--- config.mk ---
export PLATFORM = sky130hd
export DESIGN_NAME = rf_wb_scheduler
export DESIGN_NICKNAME = d
export VERILOG_FILES = /design/src/rtl/rf_wb_scheduler.sv
export SDC_FILE = /design/constraint.sdc
export NUM_CORES = 1
export LEC_CHECK = 0
export ABC_AREA = 1
export CORE_UTILIZATION = 30
export DETAILED_ROUTE_END_ITERATION = 8
export DONT_BUFFER_PORTS = 1
export HOLD_SLACK_MARGIN = 0.02
export PLACE_DENSITY = 0.48
export SYNTH_ARGS = -nofsm -noshare
export SYNTH_HDL_FRONTEND = slang
export SYNTH_SLANG_ARGS = --single-unit
--- constraint.sdc ---
create_clock -name clk -period 3.8 [get_ports clk]
set_input_delay 0.19 -clock clk [delete_from_list [all_inputs] [get_ports clk]]
set_output_delay 0.19 -clock clk [all_outputs]
set_load 0.02 [all_outputs]
--- src/rtl/rf_wb_scheduler.sv ---
// Writeback scheduler: round-robin arbitration of NREQ requesters onto the
// single register-file write port, plus the busy scoreboard for issue stalls.
module rf_wb_scheduler #(
  parameter int NREQ = 3,
  parameter int DW   = 28,
  parameter int AW   = 4
) (
  input  logic                 clk,
  input  logic                 rst,
  input  logic                 iss_valid,
  input  logic [AW-1:0]        iss_dest,
  output logic                 iss_ready,
  output logic [(1<<AW)-1:0]   busy,
  input  logic [NREQ-1:0]      wb_valid,
  input  logic [NREQ*AW-1:0]   wb_dest,
  input  logic [NREQ*DW-1:0]   wb_data,
  output logic [NREQ-1:0]      wb_ready,
  output logic                 rf_wen,
  output logic [AW-1:0]        rf_dest_sel,
  output logic [DW-1:0]        rf_data_in,
  output logic                 orphan_err
);

  localparam int NREG = 1 << AW;
  localparam int PW   = (NREQ > 1) ? $clog2(NREQ) : 1;
  localparam logic [PW-1:0] PTR_RST = PW'(NREQ - 1);

  logic [PW-1:0]   ptr_q;
  logic [NREG-1:0] busy_q;
  logic [NREG-1:0] busy_n;
  logic            orphan_q;

  logic [PW-1:0]   cand_p0 [NREQ];
  logic            gnt_vld_p0;
  logic [PW-1:0]   gnt_idx_p0;
  logic [AW-1:0]   gnt_dest_p0;
  logic [DW-1:0]   gnt_data_p0;
  logic            iss_set_p0;
  logic            orphan_p0;

  logic            wen_p1;
  logic [AW-1:0]   dest_p1;
  logic [DW-1:0]   data_p1;

  // Stage p0: arbitration, issue acceptance and scoreboard next state
  always_comb begin
    gnt_vld_p0 = 1'b0;
    gnt_idx_p0 = '0;
    for (int k = 0; k < NREQ; k++) begin
      cand_p0[k] = PW'((int'(ptr_q) + k + 1) % NREQ);
      if (!gnt_vld_p0 && wb_valid[cand_p0[k]]) begin
        gnt_vld_p0 = 1'b1;
        gnt_idx_p0 = cand_p0[k];
      end
    end
  end

  always_comb begin
    wb_ready    = '0;
    gnt_dest_p0 = '0;
    gnt_data_p0 = '0;
    for (int i = 0; i < NREQ; i++) begin
      if (gnt_idx_p0 == PW'(i)) begin
        wb_ready[i] = gnt_vld_p0;
        gnt_dest_p0 = wb_dest[i*AW +: AW];
        gnt_data_p0 = wb_data[i*DW +: DW];
      end
    end
  end

  assign iss_ready  = iss_valid && !busy_q[iss_dest];
  assign iss_set_p0 = iss_ready && (iss_dest != '0);
  assign orphan_p0  = gnt_vld_p0 && (gnt_dest_p0 != '0) && !busy_q[gnt_dest_p0];

  // A same-cycle set on a register being cleared wins over the clear
  always_comb begin
    busy_n = busy_q;
    if (gnt_vld_p0) busy_n[gnt_dest_p0] = 1'b0;
    if (iss_set_p0) busy_n[iss_dest] = 1'b1;
    busy_n[0] = 1'b0;
  end

  // Stage p1: registered write to the register file
  always_ff @(posedge clk or posedge rst) begin
    if (rst) begin
      ptr_q    <= PTR_RST;
      busy_q   <= '0;
      orphan_q <= 1'b0;
      wen_p1   <= 1'b0;
      dest_p1  <= '0;
      data_p1  <= '0;
    end else begin
      busy_q <= busy_n;
      wen_p1 <= gnt_vld_p0 && (gnt_dest_p0 != '0);
      if (orphan_p0) orphan_q <= 1'b1;
      if (gnt_vld_p0) begin
        ptr_q   <= gnt_idx_p0;
        dest_p1 <= gnt_dest_p0;
        data_p1 <= gnt_data_p0;
      end
    end
  end

  assign busy        = busy_q;
  assign orphan_err  = orphan_q;
  assign rf_wen      = wen_p1;
  assign rf_dest_sel = dest_p1;
  assign rf_data_in  = data_p1;

endmodule

==> flow_metrics.tcl, run 1 <==
set metrics [dict create \
    status "finished clean" \
    via_count 3038 \
    r2r-start "ptr_q[0]" \
    drive_gt1_frac 0.110 \
    die-area_um2 11300 \
    slew-limit-headroom 0.564 \
    crit_required_ps 3610 \
    path_class "reg2out" \
    path_clk_slew_ps 90 \
    design_area_um2 3460 \
    ff2ff_setup_slack_ps 960 \
    dpl_cell_area_um2 3350 \
    clk_latency_ps 300 \
    viasPerCell 5.30 \
    hp-class "in2reg" \
    cp_max_fo 27 \
    drt_iter0_markers 94 \
    slew_violations 0 \
    hold_viol_final 0 \
    crit_path_end_kind "primary output" \
    die-height_um 106 \
    ir_drop_v 0.000285 \
    p_total_mw 3.92 \
    core_area_um2 10400 \
    leakage_nw 1.53 \
    start_util 0.313 \
    power_density_nw_per_um2 1130 \
    diodes 0 \
    fill_cells 1120 \
    arrival_ps 2860 \
    post-place-ws_ps 940 \
    syn_area_um2 3260 \
    first_pass_iters 5 \
    gp_congestion 0.891 \
    postCtsSetupBuffers 0 \
    avgSynthCellArea_um2 7.30 \
    postCtsHoldBufs 1 \
    whs_endpoint "rf_data_in[11]" \
    io_pins 160 \
    setup_viol 0 \
    grt_pass1_vias 3010 \
    postSynthCellCount 446 \
    rsz0062_at_grt "no" \
    grt_pass1_wl_um 15400 \
    ys_warn_count 0 \
    cp-startpoint "ptr_q[0]" \
    cts_buffers 5 \
    detail-route-antenna-nets 0 \
    layout.nets 546 \
    crit_chain "inv_1 > ha_1 > nand2_1 > nand3_2 > nand2_2 > nand3_2 > nand2_2 > nor2_8 > nand2_1 > nor2_1" \
    start_kind "register" \
    area_growth_pct 6.38 \
    htreeDepth 2 \
    clockRootBuffer "clkbuf_8" \
    min_period_ps 3050 \
    dp_hpwl_um 7520 \
    max_freq_mhz 328 \
    min_from "wb_data[39]" \
    ff2ff_path_depth 13 \
    ctsResizeCount 0 \
    setup_ws_ps 751 \
    cts_buffer_depth 2 \
    io_buffers 0 \
    layout_commonest_cell "nand2_1" \
    grt_use_total 0.175 \
    synth_cell_types 36 \
    clock-sinks 51 \
    cts_tree "yes" \
    worst_slew_pin_slew_ps 654 \
    antenna_found_initial 0 \
    ys_seq_elements 51 \
    wl_per_cell_um 17.2 \
    critPathSlowestCell "ha_1" \
    ys_seq_area_frac 0.392 \
    syn_nets 555 \
    die_w_um 106 \
    setup_tns_ps 0 \
    seqCellArea_um2 1280 \
    hold-path-cell-count 1 \
    multi_input_area_um2 1700 \
    fin_crit_sh 0.802 \
    drc 0 \
    post-route-util 0.332 \
    r2r-end "busy[6]" \
    grt_max_degree 56 \
    slowest_delay_ps 480 \
    grt-ovfl-total 0 \
    cap_violations 0 \
    rows 37 \
    final_cell_mix "nand2_1, dfrtp_1, o21ai_0, nand3_1, o21ai_1" \
    drt_wl_total_um 9880 \
    fin_skew_ps 7.59 \
]
==> metrics by stage <==
| stage | instances | hold slack [ps] |
|---|---|---|
| after CTS | 573 | 21.6 |
| after detailed placement | 565 | 298 |
| final | 573 | 34.4 |
| after floorplan | 446 | 331 |
| after global routing | 573 | 26.3 |
| after global placement | 565 | 298 |
==> per-layer routing <==
metal  routed length, µm  up-vias  GRT usage
met1                3960     1423      0.200
met5                   0        -          0
li1                    -     1468          -
met2                4900      143      0.317
met3                 971        4     0.0582
met4                  37        0     0.0317
==> state kept, by name, indices dropped and copies added, names as in the netlist <==
name         cells
rf_data_in      28
rf_dest_sel      4
busy            15
ptr_q            2
orphan_err       1
rf_wen           1
==> cells by family (layout without fill, tap and decap cells) <==
logic type               after synthesis  count (layout)  share of synthesized area
buffers and inverters                 64              55                     0.0872
AO/OA/AOI/OAI                        109             109                      0.192
adder cells (fa/ha/maj)                3               3                     0.0115
AND/OR/NAND/NOR                      218             218                      0.316
other                                  1               1                    0.00115
flip-flops                            51              51                      0.392
==> area by class of cell <==
class / instances / area share
Multi-Input combinational cell: 331 / 0.491
Sequential cell: 51 / 0.369
Tap cell: 136 / 0.0491
Inverter: 42 / 0.0462
Clock buffer: 5 / 0.0199
Timing Repair Buffer: 6 / 0.0137
Clock inverter: 2 / 0.0108
==> worst max-delay path by stage <==
| stage | slack [ps] | endpoint | cells after the start |
|---|---|---|---|
| detailed placement | 940 | busy[6] | 13 |
| global placement | 1000 | busy[6] | 14 |
| global route | 500 | wb_ready[0] | 11 |
| floorplan | 1490 | rf_data_in[11] | 13 |
| finish | 750 | wb_ready[0] | 10 |
| CTS | 690 | wb_ready[0] | 11 |
==> synthesized netlist by cell type <==
library cell,n,area [µm²]
a21oi_1,7,35.0
a221o_1,1,10.0
a221oi_1,5,43.8
a221oi_4,1,26.3
a22oi_1,3,22.5
a31oi_1,7,43.8
buf_1,2,7.51
buf_2,6,30.0
buf_4,5,37.5
buf_6,2,22.5
clkbuf_1,7,26.3
conb_1,1,3.75
dfrtp_1,50,1250
dfstp_2,1,26.3
ha_1,3,37.5
inv_1,32,120
inv_2,9,33.8
inv_4,1,6.26
nand2_1,122,458
nand2_2,6,37.5
nand3_1,44,220
nand3_2,8,80.1
nand3_4,3,52.6
nand3b_1,1,7.51
nand3b_2,1,11.3
nand4_1,4,25.0
nor2_1,25,93.8
nor2_2,1,6.26
nor2_4,1,11.3
nor2_8,1,20.0
nor3_1,1,5.00
o21ai_0,45,225
o21ai_1,34,170
o21ai_2,1,8.76
o221ai_1,3,26.3
o22ai_1,2,12.5
==> report_power, final <==
part           total (mW)  internal, mW  leakage, nW  switching [mW]
Combinational        2.17         0.672        0.870            1.50
Sequential           1.37         0.827        0.610           0.539
Clock               0.379         0.193       0.0502           0.186
Total                3.92          1.69         1.53            2.23
==> critical path, delay by kind of cell, from the launching register on <==
family / cells / cell delay [ps]
flip-flops: 1 / 380
AND/OR/NAND/NOR: 8 / 1640
buffers and inverters: 1 / 60
adder cells (fa/ha/maj): 1 / 480
(Power assumes the default switching activity.)
==> run 2, diff against run 1 <==
--- a/config.mk
+++ b/config.mk
@@ -10,7 +10,7 @@
 export DETAILED_ROUTE_END_ITERATION = 8
 export DONT_BUFFER_PORTS = 1
 export HOLD_SLACK_MARGIN = 0.02
-export PLACE_DENSITY = 0.48
+export PLACE_DENSITY = 0.49
 export SYNTH_ARGS = -nofsm -noshare
 export SYNTH_HDL_FRONTEND = slang
 export SYNTH_SLANG_ARGS = --single-unit
==> constraint.sdc (replaced) <==
create_clock -name clk -period 2.5 [get_ports clk]
set_input_delay 0.125 -clock clk [delete_from_list [all_inputs] [get_ports clk]]
set_output_delay 0.125 -clock clk [all_outputs]
set_load 0.02 [all_outputs]
==> run 2 against run 1 <==
Net effect:
- flip-flop and latch count is the same
- core utilization rose by 5.6 points
- clock power is 51% higher
- final area up 17%
- critical path depth increased by 7
- routed wire length increased by 8.4%
- cell count is 7.0% higher
- non-clock buffer count increased by 39
- largest cell class unchanged
- largest power group unchanged
- highest routed layer unchanged
==> flow_metrics.tcl, run 2 (synthesis results as in run 1) <==
set metrics [dict create \
    start_util 0.313 \
    rows 37 \
    hold_viol_final 0 \
    instances_no_fill 613 \
    crit_required_ps 2710 \
    gp_congestion 0.903 \
    drive_gt1_frac 0.212 \
    die-area_um2 11300 \
    min_period_ps 2430 \
    status "finished clean" \
    grt_max_degree 56 \
    start_kind "register" \
    drt_wl_total_um 10700 \
    holdWs_ps 25.4 \
    routed.top_layer "met4" \
    grt_pass1_wl_um 15900 \
    power_density_nw_per_um2 1730 \
    clk_latency_ps 310 \
    antenna_found_initial 0 \
    dpl.cell_count 581 \
    slowest_delay_ps 570 \
    design_area_um2 4040 \
    htreeDepth 2 \
    cap_violations 0 \
    first_pass_iters 5 \
    crit_path_end_kind "register" \
    slew-limit-headroom 0.566 \
    dpl_cell_area_um2 3490 \
    clockRootBuffer "clkbuf_8" \
    viasPerCell 5.28 \
    diodes 0 \
    drt_iter0_markers 173 \
    dp_hpwl_um 7810 \
    area_growth_pct 24.2 \
    cts_tree "yes" \
    cp_max_fo 11 \
    grt_pass1_vias 3117 \
    largest_register_ffs 28 \
    die_w_um 106 \
    arrival_ps 2640 \
    drc 0 \
    max_freq_mhz 412 \
    wl_met3_um 1030 \
    clock-sinks 51 \
    grt-ovfl-total 0 \
    slew_violations 0 \
    crit_chain "inv_2 > ha_2 > inv_2 > nand3_2 > nand2_4 > nand4_1 > nand2_4 > inv_6 > nand3b_4 > buf_6 > nand3_2 > nand2_1 > nand2_1 > nand3_2 > nand3_2 > nand3_2 > nand2_1" \
    detail-route-antenna-nets 0 \
    final_cell_mix "nand2_1, dfrtp_1, o21ai_0, nand3_1, o21ai_1" \
    core_area_um2 10400 \
    io_buffers 0 \
    fin_crit_sh 0.972 \
    critPathSlowestCell "dfstp_2" \
    setup_viol 0 \
    p_total_mw 7.02 \
    io_pins 160 \
    grt_use_total 0.181 \
    path_clk_slew_ps 100 \
    worst_slew_pin_slew_ps 651 \
    via_count 3238 \
    path_class "reg2reg" \
    fill_cells 1066 \
    hp-class "in2reg" \
    cts_buffers 5 \
    wl_per_cell_um 17.5 \
    m1WireLength_um 4210 \
    cts_buffer_depth 2 \
    wl_met2_um 5320 \
    fin_skew_ps 5.95 \
    layout.nets 586 \
    leakage_nw 1.77 \
    ir_drop_v 0.000599 \
    cpMostUsedCell "nand3_2" \
    die-height_um 106 \
    rsz0062_at_grt "yes" \
    layout_commonest_cell "nand2_1" \
]
==> run 2: changes by cell type in the layout (fill, tap and decap cells not counted), sizes merged <==
cell,change
nand3,+1
buf,+25
clkbuf,+1
dlygate4sd3,+14
clkinvlp,-1
==> run 2: worst paths after layout <==
check	startpoint	to	slack [ps]	cells past startpoint
setup / recovery	ptr_q[1]	orphan_err	70	17
min in group asynchronous	rst	rf_dest_sel[2]	440	3
setup reg to reg	ptr_q[1]	orphan_err	70	17
hold / removal	wb_data[58]	rf_data_in[2]	30	2
hold reg to reg	ptr_q[1]	ptr_q[1]	580	2
max in group asynchronous	rst	rf_data_in[17]	1620	3
==> run 2: metrics by stage <==
stage	util	TNS, ps	setup slack [ps]
finish	0.388	0	70.0
global route	0.388	-836	-143
CTS	0.363	-2.72	-2.72
detailed placement	0.335	-677	-78.2
global placement	0.335	-1.89	-1.89
floorplan	-	0	193
==> run 2: where the power goes <==
group          total, mW  internal (mW)  leakage (nW)  switching (mW)
clock network      0.571          0.294        0.0513           0.277
registers           2.08           1.26         0.610           0.827
logic               4.36           1.64          1.11            2.72
total               7.02           3.19          1.77            3.83
==> run 2: repair_timing <==
| item | in CTS | in global routing |
|---|---|---|
| hold endpoints to repair | 61 | 0 |
| hold buffers | 15 | 0 |
| gates resized for setup | 10 | 46 |
| pin swaps | 0 | 18 |
| buffers inserted | 0 | 9 |
| gates cloned | 0 | 1 |
| setup endpoints to repair | 24 | 27 |
==> run 2: routing by layer <==
metal | GRT usage | vias to the layer above
li1 | - | 1556
met1 | 0.207 | 1513
met2 | 0.328 | 158
met3 | 0.0540 | 11
met4 | 0.0417 | 0
met5 | 0 | -
==> run 2: layout make-up <==
| class | instances | area, µm² | share of cell area |
|---|---|---|---|
| Clock buffer | 6 | 72.6 | 0.0179 |
| Clock inverter | 1 | 30.0 | 0.00743 |
| Inverter | 42 | 170 | 0.0421 |
| Multi-Input combinational cell | 332 | 1910 | 0.472 |
| Sequential cell | 51 | 1280 | 0.316 |
| Tap cell | 136 | 170 | 0.0421 |
| Timing Repair Buffer | 45 | 413 | 0.102 |
==> run 2: worst max-delay path: cells and delay by family (launching register included) <==
family | cells | cell delay (ps)
buffers and inverters | 4 | 330
adder cells (fa/ha/maj) | 1 | 190
AND/OR/NAND/NOR | 12 | 1240
flip-flops | 1 | 570
==> run 3, diff against run 2 <==
--- a/config.mk
+++ b/config.mk
@@ -6,11 +6,13 @@
 export NUM_CORES = 1
 export LEC_CHECK = 0
 export ABC_AREA = 1
+export CELL_PAD_IN_SITES_DETAIL_PLACEMENT = 1
+export CELL_PAD_IN_SITES_GLOBAL_PLACEMENT = 1
 export CORE_UTILIZATION = 30
 export DETAILED_ROUTE_END_ITERATION = 8
 export DONT_BUFFER_PORTS = 1
 export HOLD_SLACK_MARGIN = 0.02
-export PLACE_DENSITY = 0.49
+export PLACE_DENSITY = 0.65
 export SYNTH_ARGS = -nofsm -noshare
 export SYNTH_HDL_FRONTEND = slang
 export SYNTH_SLANG_ARGS = --single-unit
==> run 3 against run 2 <==
Net effect:
- final area rose by 2.2%
- global-route usage rose by 1.9 points
- die area unchanged
- worst hold slack gained 8.5 ps
==> flow_metrics.tcl, run 3 (synthesis results as in run 1) <==
set metrics [dict create \
    status "finished clean" \
    holdWs_ps 33.9 \
    grt_pass1_wl_um 17500 \
    detail-route-antenna-nets 0 \
    cts_buffers 5 \
    diodes 0 \
    setup_tns_ps 0 \
    critPathSlowestCell "dfstp_2" \
    viasPerCell 5.32 \
    path_clk_slew_ps 90 \
    r2r-start "ptr_q[1]" \
    worst_slew_pin_slew_ps 679 \
    power_density_nw_per_um2 1750 \
    core_area_um2 10400 \
    max_freq_mhz 408 \
    grt_use_total 0.200 \
    fin_skew_ps 11.0 \
    cap_violations 0 \
    area_growth_pct 26.9 \
    rows 37 \
    clockRootBuffer "clkbuf_8" \
    start_util 0.313 \
    first_pass_iters 4 \
    min_period_ps 2450 \
    slowest_delay_ps 570 \
    cpMostUsedCell "buf_4" \
    cts_buffer_depth 2 \
    ir_drop_v 0.000516 \
    cp-startpoint "ptr_q[1]" \
    htreeDepth 2 \
    post-route-util 0.397 \
    slew_violations 0 \
    largest_register_ffs 28 \
    final_cell_mix "nand2_1, dfrtp_1, o21ai_0, nand3_1" \
    cts_tree "yes" \
    die-height_um 106 \
    drc 0 \
    via_count 3300 \
    arrival_ps 2640 \
    layout.nets 592 \
    layout_commonest_cell "nand2_1" \
    cp_max_fo 13 \
    gp_congestion 0.811 \
    clock-sinks 51 \
    rsz0062_at_grt "yes" \
    crit_path_end_kind "register" \
    die-area_um2 11300 \
    path_class "reg2reg" \
    dp_hpwl_um 8500 \
    antenna_found_initial 0 \
    fill_cells 1287 \
    drt_iter0_markers 136 \
    crit_chain "ha_4 > buf_4 > o21ai_1 > nand2_2 > nand4_1 > nand2_2 > clkinv_4 > buf_4 > buf_4 > buf_6 > nand3_1 > a21oi_1 > a221o_1" \
    start_kind "register" \
    setup_viol 0 \
    hold_viol_final 0 \
    clk_latency_ps 320 \
    grt-ovfl-total 0 \
    leakage_nw 1.80 \
    grt_max_degree 56 \
    fin_crit_sh 0.980 \
    wl_per_cell_um 18.6 \
    slew-limit-headroom 0.547 \
    drive_gt1_frac 0.240 \
    crit_required_ps 2690 \
    grt_pass1_vias 3436 \
    io_buffers 0 \
    drt_wl_total_um 11500 \
    min_from "wb_data[41]" \
    die_w_um 106 \
    io_pins 160 \
    hp-class "in2reg" \
]
[run 3: through the flow]
stage	setup WS [ps]	instance area [µm²]	power, mW	instances
finish	51.0	4130	7.22	620
detailed placement	-62.9	3510	5.85	584
global route	-118	4130	7.84	620
floorplan	193	3260	4.67	446
CTS	-12.4	3810	6.48	609
global placement	-19.9	3510	5.73	584
[run 3: timing repair]
item                       in CTS  in global routing
gates cloned                    0                  1
setup endpoints to repair      16                 30
resized for setup               5                 68
hold buffers                   17                  0
hold endpoints to repair       62                  0
pin swaps                       1                 22
buffers inserted                0                 10
[run 3: metal layers]
layer / track usage / share of wire
met1: 0.241 / 0.41
met4: 0.0625 / 0.019
met3: 0.0558 / 0.087
met5: 0 / 0
met2: 0.342 / 0.48
[run 3: critical path: cells and delay by family (launching register included)]
kind,cells,cell delay [ps]
buf+inv,5,670
flops,1,570
simple gates,4,470
compound gates,3,420
fa+ha+maj,1,200
[run 3: area by class of cell]
class | instances | area (µm²) | area share
clock buffer | 7 | 96.3 | 0.0233
inverter | 42 | 176 | 0.0427
timing repair buffer | 51 | 465 | 0.113
sequential | 51 | 1280 | 0.309
tap | 136 | 170 | 0.0412
clock inverter | 1 | 7.51 | 0.00182
multi-input combinational | 332 | 1940 | 0.469
[run 3: worst paths after layout]
kind | endpoint | slack [ps] | depth (start not counted)
min | rf_data_in[13] | 30 | 2
max in group asynchronous | ptr_q[0] | 1590 | 3
min in group asynchronous | busy[10] | 460 | 3
max | rf_data_in[11] | 50 | 13
min reg2reg | ptr_q[1] | 580 | 2
max reg2reg | rf_data_in[11] | 50 | 13
[run 3: power by group]
group	leakage, nW	switching, mW	internal, mW
registers	0.610	0.837	1.26
logic	1.14	2.83	1.75
clock network	0.0505	0.288	0.253
